--- src/rtl/ctrl_pipe_hazard_if.sv ---
// ---------------------------------------------------------------------------
// ctrl_pipe_hazard_if
// Decoded control bundle for the instruction currently in ID, as produced by
// the instruction decoder and consumed by ctrl_pipe_hazard.
//   id_alu_op        2  alu_op: 0 add, 1 sub, 2 R-type
//   id_reg_dst ..    1  decoder control bits
//   id_rs/rt/rd      5  register fields of the ID instruction
// Modports: master = decoder (drives), slave = pipeline control (reads).
// ---------------------------------------------------------------------------
interface ctrl_pipe_hazard_if;
  logic [1:0] id_alu_op;
  logic       id_reg_dst;
  logic       id_branch;
  logic       id_mem_read;
  logic       id_mem_2_reg;
  logic       id_mem_write;
  logic       id_alu_src;
  logic       id_reg_write;
  logic       id_jump;
  logic [4:0] id_rs;
  logic [4:0] id_rt;
  logic [4:0] id_rd;

  modport master (
    output id_alu_op, id_reg_dst, id_branch, id_mem_read, id_mem_2_reg,
           id_mem_write, id_alu_src, id_reg_write, id_jump,
           id_rs, id_rt, id_rd
  );

  modport slave (
    input  id_alu_op, id_reg_dst, id_branch, id_mem_read, id_mem_2_reg,
           id_mem_write, id_alu_src, id_reg_write, id_jump,
           id_rs, id_rt, id_rd
  );
endinterface

--- src/rtl/ctrl_pipe_hazard.sv ---
// ---------------------------------------------------------------------------
// ctrl_pipe_hazard
// Carries the decoded control bundle through ID/EX, EX/MEM and MEM/WB,
// resolves the destination register, detects load-use hazards, taken
// branches and jumps, and drives PC / IF-ID stall, flush and redirect.
// Saturating counters record stall cycles and flush cycles.
// Ports:
//   clk, arst_n          clock, async active-low reset
//   dec                  ID control bundle (ctrl_pipe_hazard_if.slave)
//   ex_alu_zero          ALU zero flag of the EX instruction
//   ex_* / mem_* / wb_*  stage control registers and destinations
//   pc_write, if_id_write, if_id_flush, pc_src_branch, pc_src_jump
//                        combinational front-end controls
//   stall_count, flush_count  saturating event counters (CNT_W bits)
// ---------------------------------------------------------------------------
module ctrl_pipe_hazard #(
  parameter int CNT_W = 16
) (
  input  logic                  clk,
  input  logic                  arst_n,
  ctrl_pipe_hazard_if.slave     dec,
  input  logic                  ex_alu_zero,
  output logic [1:0]            ex_alu_op,
  output logic                  ex_alu_src,
  output logic                  ex_branch,
  output logic                  ex_mem_read,
  output logic                  ex_mem_write,
  output logic                  ex_mem_2_reg,
  output logic                  ex_reg_write,
  output logic [4:0]            ex_dest,
  output logic                  mem_mem_read,
  output logic                  mem_mem_write,
  output logic                  mem_mem_2_reg,
  output logic                  mem_reg_write,
  output logic [4:0]            mem_dest,
  output logic                  wb_mem_2_reg,
  output logic                  wb_reg_write,
  output logic [4:0]            wb_dest,
  output logic                  pc_write,
  output logic                  if_id_write,
  output logic                  if_id_flush,
  output logic                  pc_src_branch,
  output logic                  pc_src_jump,
  output logic [CNT_W-1:0]      stall_count,
  output logic [CNT_W-1:0]      flush_count
);

  // ID/EX payload; the jump bit is not carried since the redirect happens in ID.
  typedef struct packed {
    logic [1:0] alu_op;
    logic       alu_src;
    logic       branch;
    logic       mem_read;
    logic       mem_write;
    logic       mem_2_reg;
    logic       reg_write;
    logic [4:0] dest;
  } id_ex_t;

  id_ex_t id_bundle;
  id_ex_t id_ex_q;
  id_ex_t id_ex_d;

  logic uses_rs;
  logic uses_rt;
  logic load_use;
  logic br_take;
  logic stall_active;

  assign id_bundle.alu_op    = dec.id_alu_op;
  assign id_bundle.alu_src   = dec.id_alu_src;
  assign id_bundle.branch    = dec.id_branch;
  assign id_bundle.mem_read  = dec.id_mem_read;
  assign id_bundle.mem_write = dec.id_mem_write;
  assign id_bundle.mem_2_reg = dec.id_mem_2_reg;
  assign id_bundle.reg_write = dec.id_reg_write;
  assign id_bundle.dest      = dec.id_reg_dst ? dec.id_rd : dec.id_rt;

  // Jumps read no register; rt is a source only for R-type, branch and store.
  assign uses_rs = !dec.id_jump;
  assign uses_rt = dec.id_reg_dst | dec.id_branch | dec.id_mem_write;

  // r0 is hard-wired zero, so a load targeting it can never be a hazard.
  assign load_use = ex_mem_read && (ex_dest != 5'd0) &&
                    ((uses_rs && (dec.id_rs == ex_dest)) ||
                     (uses_rt && (dec.id_rt == ex_dest)));

  assign br_take      = ex_branch & ex_alu_zero;
  assign stall_active = load_use & ~br_take;

  // NOTE: every output of a combinational block gets a default first, so no
  // path through the priority chain leaves a signal unassigned (no latch).
  always_comb begin
    pc_write      = 1'b1;
    if_id_write   = 1'b1;
    if_id_flush   = 1'b0;
    pc_src_branch = 1'b0;
    pc_src_jump   = 1'b0;
    id_ex_d       = id_bundle;
    if (br_take) begin
      // The branch resolves in EX: both younger instructions are wrong-path.
      pc_src_branch = 1'b1;
      if_id_flush   = 1'b1;
      id_ex_d       = '0;
    end else if (load_use) begin
      // Hold PC and IF/ID for one cycle; the bubble clears ex_mem_read.
      pc_write    = 1'b0;
      if_id_write = 1'b0;
      id_ex_d     = '0;
    end else if (dec.id_jump) begin
      pc_src_jump = 1'b1;
      if_id_flush = 1'b1;
    end
  end

  // NOTE: all pipeline state is cleared by the async reset so that no stale
  // bundle or pending hazard survives it; sequential state uses <= only so
  // every stage samples the pre-edge value of the stage before it.
  always_ff @(posedge clk or negedge arst_n) begin
    if (!arst_n) begin
      id_ex_q       <= '0;
      mem_mem_read  <= 1'b0;
      mem_mem_write <= 1'b0;
      mem_mem_2_reg <= 1'b0;
      mem_reg_write <= 1'b0;
      mem_dest      <= 5'd0;
      wb_mem_2_reg  <= 1'b0;
      wb_reg_write  <= 1'b0;
      wb_dest       <= 5'd0;
    end else begin
      id_ex_q       <= id_ex_d;
      // Later stages never stall: a held ID instruction leaves a bubble behind.
      mem_mem_read  <= id_ex_q.mem_read;
      mem_mem_write <= id_ex_q.mem_write;
      mem_mem_2_reg <= id_ex_q.mem_2_reg;
      mem_reg_write <= id_ex_q.reg_write;
      mem_dest      <= id_ex_q.dest;
      wb_mem_2_reg  <= mem_mem_2_reg;
      wb_reg_write  <= mem_reg_write;
      wb_dest       <= mem_dest;
    end
  end

  always_ff @(posedge clk or negedge arst_n) begin
    if (!arst_n) begin
      stall_count <= '0;
      flush_count <= '0;
    end else begin
      if (stall_active && (stall_count != '1))
        stall_count <= stall_count + CNT_W'(1);
      if (if_id_flush && (flush_count != '1))
        flush_count <= flush_count + CNT_W'(1);
    end
  end

  assign ex_alu_op    = id_ex_q.alu_op;
  assign ex_alu_src   = id_ex_q.alu_src;
  assign ex_branch    = id_ex_q.branch;
  assign ex_mem_read  = id_ex_q.mem_read;
  assign ex_mem_write = id_ex_q.mem_write;
  assign ex_mem_2_reg = id_ex_q.mem_2_reg;
  assign ex_reg_write = id_ex_q.reg_write;
  assign ex_dest      = id_ex_q.dest;

endmodule
--- src/flat_wrapper.sv ---
// flat-port wrapper written by rule: the top's interface ports become plain ports
module ctrl_pipe_hazard_flat 
#(
  parameter int CNT_W = 16
)
  (clk, arst_n, ex_alu_zero, ex_alu_op, ex_alu_src, ex_branch, ex_mem_read, ex_mem_write, ex_mem_2_reg, ex_reg_write, ex_dest, mem_mem_read, mem_mem_write, mem_mem_2_reg, mem_reg_write, mem_dest, wb_mem_2_reg, wb_reg_write, wb_dest, pc_write, if_id_write, if_id_flush, pc_src_branch, pc_src_jump, stall_count, flush_count, dec_id_alu_op, dec_id_reg_dst, dec_id_branch, dec_id_mem_read, dec_id_mem_2_reg, dec_id_mem_write, dec_id_alu_src, dec_id_reg_write, dec_id_jump, dec_id_rs, dec_id_rt, dec_id_rd);
  ctrl_pipe_hazard_if dec_i ();
  input  logic clk;
  input  logic arst_n;
  input  logic ex_alu_zero;
  output logic [1:0] ex_alu_op;
  output logic ex_alu_src;
  output logic ex_branch;
  output logic ex_mem_read;
  output logic ex_mem_write;
  output logic ex_mem_2_reg;
  output logic ex_reg_write;
  output logic [4:0] ex_dest;
  output logic mem_mem_read;
  output logic mem_mem_write;
  output logic mem_mem_2_reg;
  output logic mem_reg_write;
  output logic [4:0] mem_dest;
  output logic wb_mem_2_reg;
  output logic wb_reg_write;
  output logic [4:0] wb_dest;
  output logic pc_write;
  output logic if_id_write;
  output logic if_id_flush;
  output logic pc_src_branch;
  output logic pc_src_jump;
  output logic [CNT_W-1:0] stall_count;
  output logic [CNT_W-1:0] flush_count;
  input wire logic [$bits(dec_i.id_alu_op)-1:0] dec_id_alu_op;
  input wire logic [$bits(dec_i.id_reg_dst)-1:0] dec_id_reg_dst;
  input wire logic [$bits(dec_i.id_branch)-1:0] dec_id_branch;
  input wire logic [$bits(dec_i.id_mem_read)-1:0] dec_id_mem_read;
  input wire logic [$bits(dec_i.id_mem_2_reg)-1:0] dec_id_mem_2_reg;
  input wire logic [$bits(dec_i.id_mem_write)-1:0] dec_id_mem_write;
  input wire logic [$bits(dec_i.id_alu_src)-1:0] dec_id_alu_src;
  input wire logic [$bits(dec_i.id_reg_write)-1:0] dec_id_reg_write;
  input wire logic [$bits(dec_i.id_jump)-1:0] dec_id_jump;
  input wire logic [$bits(dec_i.id_rs)-1:0] dec_id_rs;
  input wire logic [$bits(dec_i.id_rt)-1:0] dec_id_rt;
  input wire logic [$bits(dec_i.id_rd)-1:0] dec_id_rd;
  assign dec_i.id_alu_op = dec_id_alu_op;
  assign dec_i.id_reg_dst = dec_id_reg_dst;
  assign dec_i.id_branch = dec_id_branch;
  assign dec_i.id_mem_read = dec_id_mem_read;
  assign dec_i.id_mem_2_reg = dec_id_mem_2_reg;
  assign dec_i.id_mem_write = dec_id_mem_write;
  assign dec_i.id_alu_src = dec_id_alu_src;
  assign dec_i.id_reg_write = dec_id_reg_write;
  assign dec_i.id_jump = dec_id_jump;
  assign dec_i.id_rs = dec_id_rs;
  assign dec_i.id_rt = dec_id_rt;
  assign dec_i.id_rd = dec_id_rd;
  ctrl_pipe_hazard #(.CNT_W(CNT_W)) u_core (.clk(clk), .arst_n(arst_n), .dec(dec_i), .ex_alu_zero(ex_alu_zero), .ex_alu_op(ex_alu_op), .ex_alu_src(ex_alu_src), .ex_branch(ex_branch), .ex_mem_read(ex_mem_read), .ex_mem_write(ex_mem_write), .ex_mem_2_reg(ex_mem_2_reg), .ex_reg_write(ex_reg_write), .ex_dest(ex_dest), .mem_mem_read(mem_mem_read), .mem_mem_write(mem_mem_write), .mem_mem_2_reg(mem_mem_2_reg), .mem_reg_write(mem_reg_write), .mem_dest(mem_dest), .wb_mem_2_reg(wb_mem_2_reg), .wb_reg_write(wb_reg_write), .wb_dest(wb_dest), .pc_write(pc_write), .if_id_write(if_id_write), .if_id_flush(if_id_flush), .pc_src_branch(pc_src_branch), .pc_src_jump(pc_src_jump), .stall_count(stall_count), .flush_count(flush_count));
endmodule
--- config.mk ---
export PLATFORM = sky130hd
export DESIGN_NAME = ctrl_pipe_hazard_flat
export DESIGN_NICKNAME = d
export VERILOG_FILES = /design/src/rtl/ctrl_pipe_hazard_if.sv /design/src/rtl/ctrl_pipe_hazard.sv /design/src/flat_wrapper.sv
export SDC_FILE = /design/constraint.sdc
export NUM_CORES = 1
export LEC_CHECK = 0
export ABC_AREA = 1
export CAP_MARGIN = 5
export CORE_MARGIN = 3
export CORE_UTILIZATION = 50
export CTS_BUF_LIST = sky130_fd_sc_hd__clkbuf_2
export DETAILED_ROUTE_END_ITERATION = 8
export MAX_ROUTING_LAYER = met4
export PLACE_DENSITY = 0.93
export SYNTH_ARGS = -nofsm -noshare
export SYNTH_HDL_FRONTEND = slang
export SYNTH_SLANG_ARGS = --single-unit
export TNS_END_PERCENT = 20
--- constraint.sdc ---
create_clock -name clk -period 4.2 [get_ports clk]
set_input_delay 0.84 -clock clk [delete_from_list [all_inputs] [get_ports clk]]
set_output_delay 0.84 -clock clk [all_outputs]
set_load 0.01 [all_outputs]
# Word level (Yosys, flattened, before mapping)
# Index checks and enable logic that the tools add are counted.
[op_classes]
multipliers = 0
div = 0
n_bitwise = 5
n_reduce_logical = 9
mux = 10
shift = 0
n_eq_ne = 4
n_addsub = 2
order_cmp = 0
[ops]
columns = ["cell", "n"]
rows = [
  ["$add 16x1->16 const B", 2],
  ["$ne 16x16->1 const B", 2],
  ["$mux 13", 2],
  ["$eq 5x5->1", 2],
  ["$mux 1", 7],
  ["$logic_and 1x1->1", 6],
  ["$mux 5", 1],
  ["$reduce_bool 5->1", 1],
  ["$and 1x1->1", 2],
  ["$or 1x1->1", 2],
  ["$logic_not 1->1", 1],
  ["$logic_or 1x1->1", 1],
  ["$not 1->1", 1],
]
[word_totals]
romBits = 0
memories = 0
in_bits = 28
ram_bits = 0
latchBits = 0
regBits = 61

# Logic depth before layout (Yosys ltp)
[depth]
depth_word = 8
ltp_mapped = 13

# Worst setup path before layout
# OpenSTA, ideal clock, no wires.
[synth_timing]
path_type = "input to output"
startpoint = "input port dec_id_branch"
endpoint = "output port if_id_flush"
arrival_ps = 1611
path_slack_ps = 1749
stages = 8
n_path_buf = 1
cell_sequence = "nor3_1 -> nor2_1 -> nand3_1 -> nand2_1 -> nand2_2 -> nand2_1 -> nand2_1 -> buf_2"
[synth_via]
elab_chain_len = 7
[synth_rtl]
columns = ["item", "line_no", "text"]
rows = [
  ["start, declared", "flat_wrapper.sv:36", "input wire logic [$bits(dec_i.id_branch)-1:0] dec_id_branch;"],
  ["$or 1x1->1 (2 in series)", "ctrl_pipe_hazard.sv:81", "assign uses_rt = dec.id_reg_dst | dec.id_branch | dec.id_mem_write;"],
  ["$logic_and 1x1->1", "ctrl_pipe_hazard.sv:86", "(uses_rt && (dec.id_rt == ex_dest)));"],
  ["$logic_or 1x1->1", "ctrl_pipe_hazard.sv:85", "((uses_rs && (dec.id_rs == ex_dest)) ||"],
  ["$logic_and 1x1->1", "ctrl_pipe_hazard.sv:84", "assign load_use = ex_mem_read && (ex_dest != 5'd0) &&"],
  ["$mux 1", "ctrl_pipe_hazard.sv:105", "end else if (load_use) begin"],
  ["$mux 1", "ctrl_pipe_hazard.sv:100", "if (br_take) begin"],
  ["end, declared", "flat_wrapper.sv:29", "output logic if_id_flush;"],
]
# Every way passes these cells.

# Worst setup path in the final report
[layout_timing]
startpoint = "input port dec_id_reg_dst"
endpoint = "output port pc_src_jump"
[layout_via]
elab_chain_len = 7
[layout_rtl]
columns = ["item", "line_no", "text"]
rows = [
  ["start, declared", "flat_wrapper.sv:35", "input wire logic [$bits(dec_i.id_reg_dst)-1:0] dec_id_reg_dst;"],
  ["$or 1x1->1 (2 in series)", "ctrl_pipe_hazard.sv:81", ""],
  ["$logic_and 1x1->1", "ctrl_pipe_hazard.sv:86", ""],
  ["$logic_or 1x1->1", "ctrl_pipe_hazard.sv:85", ""],
  ["$logic_and 1x1->1", "ctrl_pipe_hazard.sv:84", ""],
  ["$mux 1", "ctrl_pipe_hazard.sv:105", ""],
  ["$mux 1", "ctrl_pipe_hazard.sv:100", ""],
  ["end, declared", "flat_wrapper.sv:31", "output logic pc_src_jump;"],
]
# Every way passes these cells.

==> run_results.csv <==
group,metric,value,unit
outcome,status,"completed",
placement,dpl.hpwl,5.536,mm
die,io_pins,94,
detailed_routing,num_vias,2768,
clock_network,clockRootBuffer,"clkbuf_2",
global_routing,grt_usage,0.2277,
finish,antenna_cells,0,
global_routing,grt_max_degree,37,
synth,yosysSeqAreaShare,0.5064,
clock_network,clk_pin_slew,170,ps
setup_path,startpoint_type,"primary input",
detailed_routing,routed_wl,7.138,mm
clock_network,postCtsHoldBufs,0,
run,maxCapViolations,0,
die,start_util,0.5311,
setup_path,arrival,2820,ps
placement,portBuffers,93,
timing,worst-slew-pin-transition,771.1,ps
finish,reg_top3,"u_core.flush_count: 16 flops, u_core.stall_count: 16 flops",
timing,setup_viol,0,
setup_path,cp_max_fo,11,
finish,fillers,469,
timing,period_share,0.8707,
finish,fin_nets,509,
clock_network,cts_tree,"built",
die,die_area,6996,sq um
synth,synthTopCellsByArea,"dfrtp_1 (51%), nand2_1 (17%), inv_1 (5.6%)",
detailed_routing,routed-wl-met2,3.780,mm
timing,hold_ws,373.8,ps
setup_path,cp-end-kind,"output pin",
global_routing,grt_overflow,0,
die,die_x,83.64,um
power_and_ir_drop,power_density,319.7,nW/um^2
clock_network,clockBufferDepth,2,
die,fp.dieH,83.64,um
power_and_ir_drop,p_leak,1.973,nW
global_routing,grt_pass1_wl,12.54,mm
detailed_routing,drtIter0Drc,136,
timing,slew_violations,0,
detailed_routing,m1WireLength,2.876,mm
global_routing,antenna_found_initial,0,
timing,fmax,273.5,MHz
finish,syn2layout_area_growth,34.16,%
synth,ys_seq_elements,61,
synth,synth_area_leader_cell,"dfrtp_1",
setup_path,worstPathRequired,3360,ps
die,core,5675,sq um
timing,setup_tns,0,ps
worst_hold_path,hold_path_class,"register to register",
synth,synth_top_area_frac,0.5064,
detailed_routing,drc,0,
synth,ys_types,26,
synth,synthesis.nets,412,
timing,hold_viol_final,0,
power_and_ir_drop,fin_total_pwr,0.001293,W
clock_network,post_cts_buffers,0,
timing,grt_setup_unrepaired,"no",
detailed_routing,wl_per_cell,12.88,um
detailed_routing,vias_per_cell,4.996,
global_routing,grt_pass1_vias,2739,
detailed_routing,ant_nets,0,
detailed_routing,drtPass1Iterations,4,
detailed_routing,wl_met3,429,um
finish,drive_gt1_frac,0.05809,
die,rows,27,
synth,synth_area_per_cell,7.890,sq um
detailed_routing,top_layer_used,"met4",
finish,fin_area,4044,sq um
clock_network,cts_sinks,61,
setup_path,crit_type,"primary input to output pin",
clock_network,numCtsBuffers,9,
placement,placed_cell_area,3979,sq um
synth,netlist_instances,382,
clock_network,clk_latency,440,ps
power_and_ir_drop,ir_worst_vdd,0.2044,mV
clock_network,cts.repair.resized,0,
timing,skew,26.57,ps
synth,syn_area,3014,sq um
timing,period_needed,3657,ps
synth,yosysWarnings,0,
clock_network,htreeDepth,3,
placement,globalplace.congestion,0.9341,
timing,max_slew_margin,0.4860,
==> power by group <==
| part | internal (W) | total [W] | leakage, nW | switching (W) |
|---|---|---|---|---|
| combinational | 0.000180 | 0.000338 | 1.13 | 0.000159 |
| clock | 0.0000634 | 0.000250 | 0.0476 | 0.000186 |
| sequential | 0.000644 | 0.000705 | 0.795 | 0.0000603 |
==> cells in the final DEF (no fill, tap or decap), types with 2 or more instances in the layout <==
cell type and count:
nand2_1 136, clkdlybuf4s50_1 92, dfrtp_1 61, inv_1 45, nor2_1 42, nand3_1 27
xor2_1 12, xnor2_1 10, clkbuf_2 9, nand4_1 6, o21ai_0 6, a21oi_1 5
clkinv_1 5, nor3_1 4, nand2_2 4, inv_2 3, nor2_2 3, buf_4 3
ha_1 2
==> stage by stage <==
stage	util	setup slack, ps	cells
after floorplan	-	1749	382
after global placement	0.7011	692.0	540
after detailed placement	0.7011	618.6	540
after CTS	0.7125	604.6	554
after global routing	0.7125	416.3	554
final	0.7125	543.1	554
==> area by class of cell <==
cell class              instances  area [sq um]  share of cell area
flip-flops and latches         61          1526              0.3775
well taps                      72         90.09             0.02228
multi-input cells             262          1230              0.3041
clock inverters                 5         20.02            0.004950
clock buffers                   9         45.04             0.01114
repair buffers                 96         948.4              0.2345
inverters                      49         183.9             0.04548
==> cells in the mapped netlist (all sizes together) <==
library cell and n:
inv 48, clkbuf 2, nor2 46, nand2 140
nor3 4, nor3b 1, dfrtp 61, xnor2 10
buf 8, nand3 28, xor2 12, ha 2
clkinv 1, o21ai 6, nor4 1, nand4 7
a21oi 5
==> worst paths after layout <==
| kind | start | to | slack, ps | cells after the start |
|---|---|---|---|---|
| worst min register to register | u_core.ex_reg_write$_DFF_PN0_ | u_core.mem_reg_write$_DFF_PN0_ | 370 | 0 |
| worst max-delay path | dec_id_reg_dst | pc_src_jump | 540 | 9 |
| min in group asynchronous | arst_n | u_core.stall_count[4]$_DFFE_PN0P_ | 450 | 1 |
| worst min-delay path | u_core.ex_reg_write$_DFF_PN0_ | u_core.mem_reg_write$_DFF_PN0_ | 370 | 0 |
| worst max register to register | u_core.flush_count[0]$_DFFE_PN0P_ | u_core.flush_count[5]$_DFFE_PN0P_ | 2020 | 7 |
| max in group asynchronous | arst_n | u_core.flush_count[13]$_DFFE_PN0P_ | 2880 | 2 |
==> kinds of logic (layout without fill, tap and decap cells) <==
group | after synthesis | in the layout | synth area share
simple gates | 227 | 227 | 0.3176
fa+ha+maj | 2 | 2 | 0.008301
compound gates | 11 | 11 | 0.01826
buf+inv | 59 | 159 | 0.08551
flops | 61 | 61 | 0.5064
xor+xnor | 22 | 22 | 0.06393
==> worst max-delay path, cell delays in order <==
cell and delay, ps:
clkdlybuf4s50_1 570, nor3_1 320, nor2_1 70, nand3_1 80
nand2_1 60, nand2_2 100, nand2_1 100, nor2_1 120
clkdlybuf4s50_1 550
==> per-layer routing <==
metal / GRT usage / vias up
met5: - / -
met4: 0.05994 / 0
met3: 0.06120 / 4
met2: 0.3868 / 108
met1: 0.2682 / 1298
li1: - / 1358
Note: power is estimated with default switching activity, not from simulation.
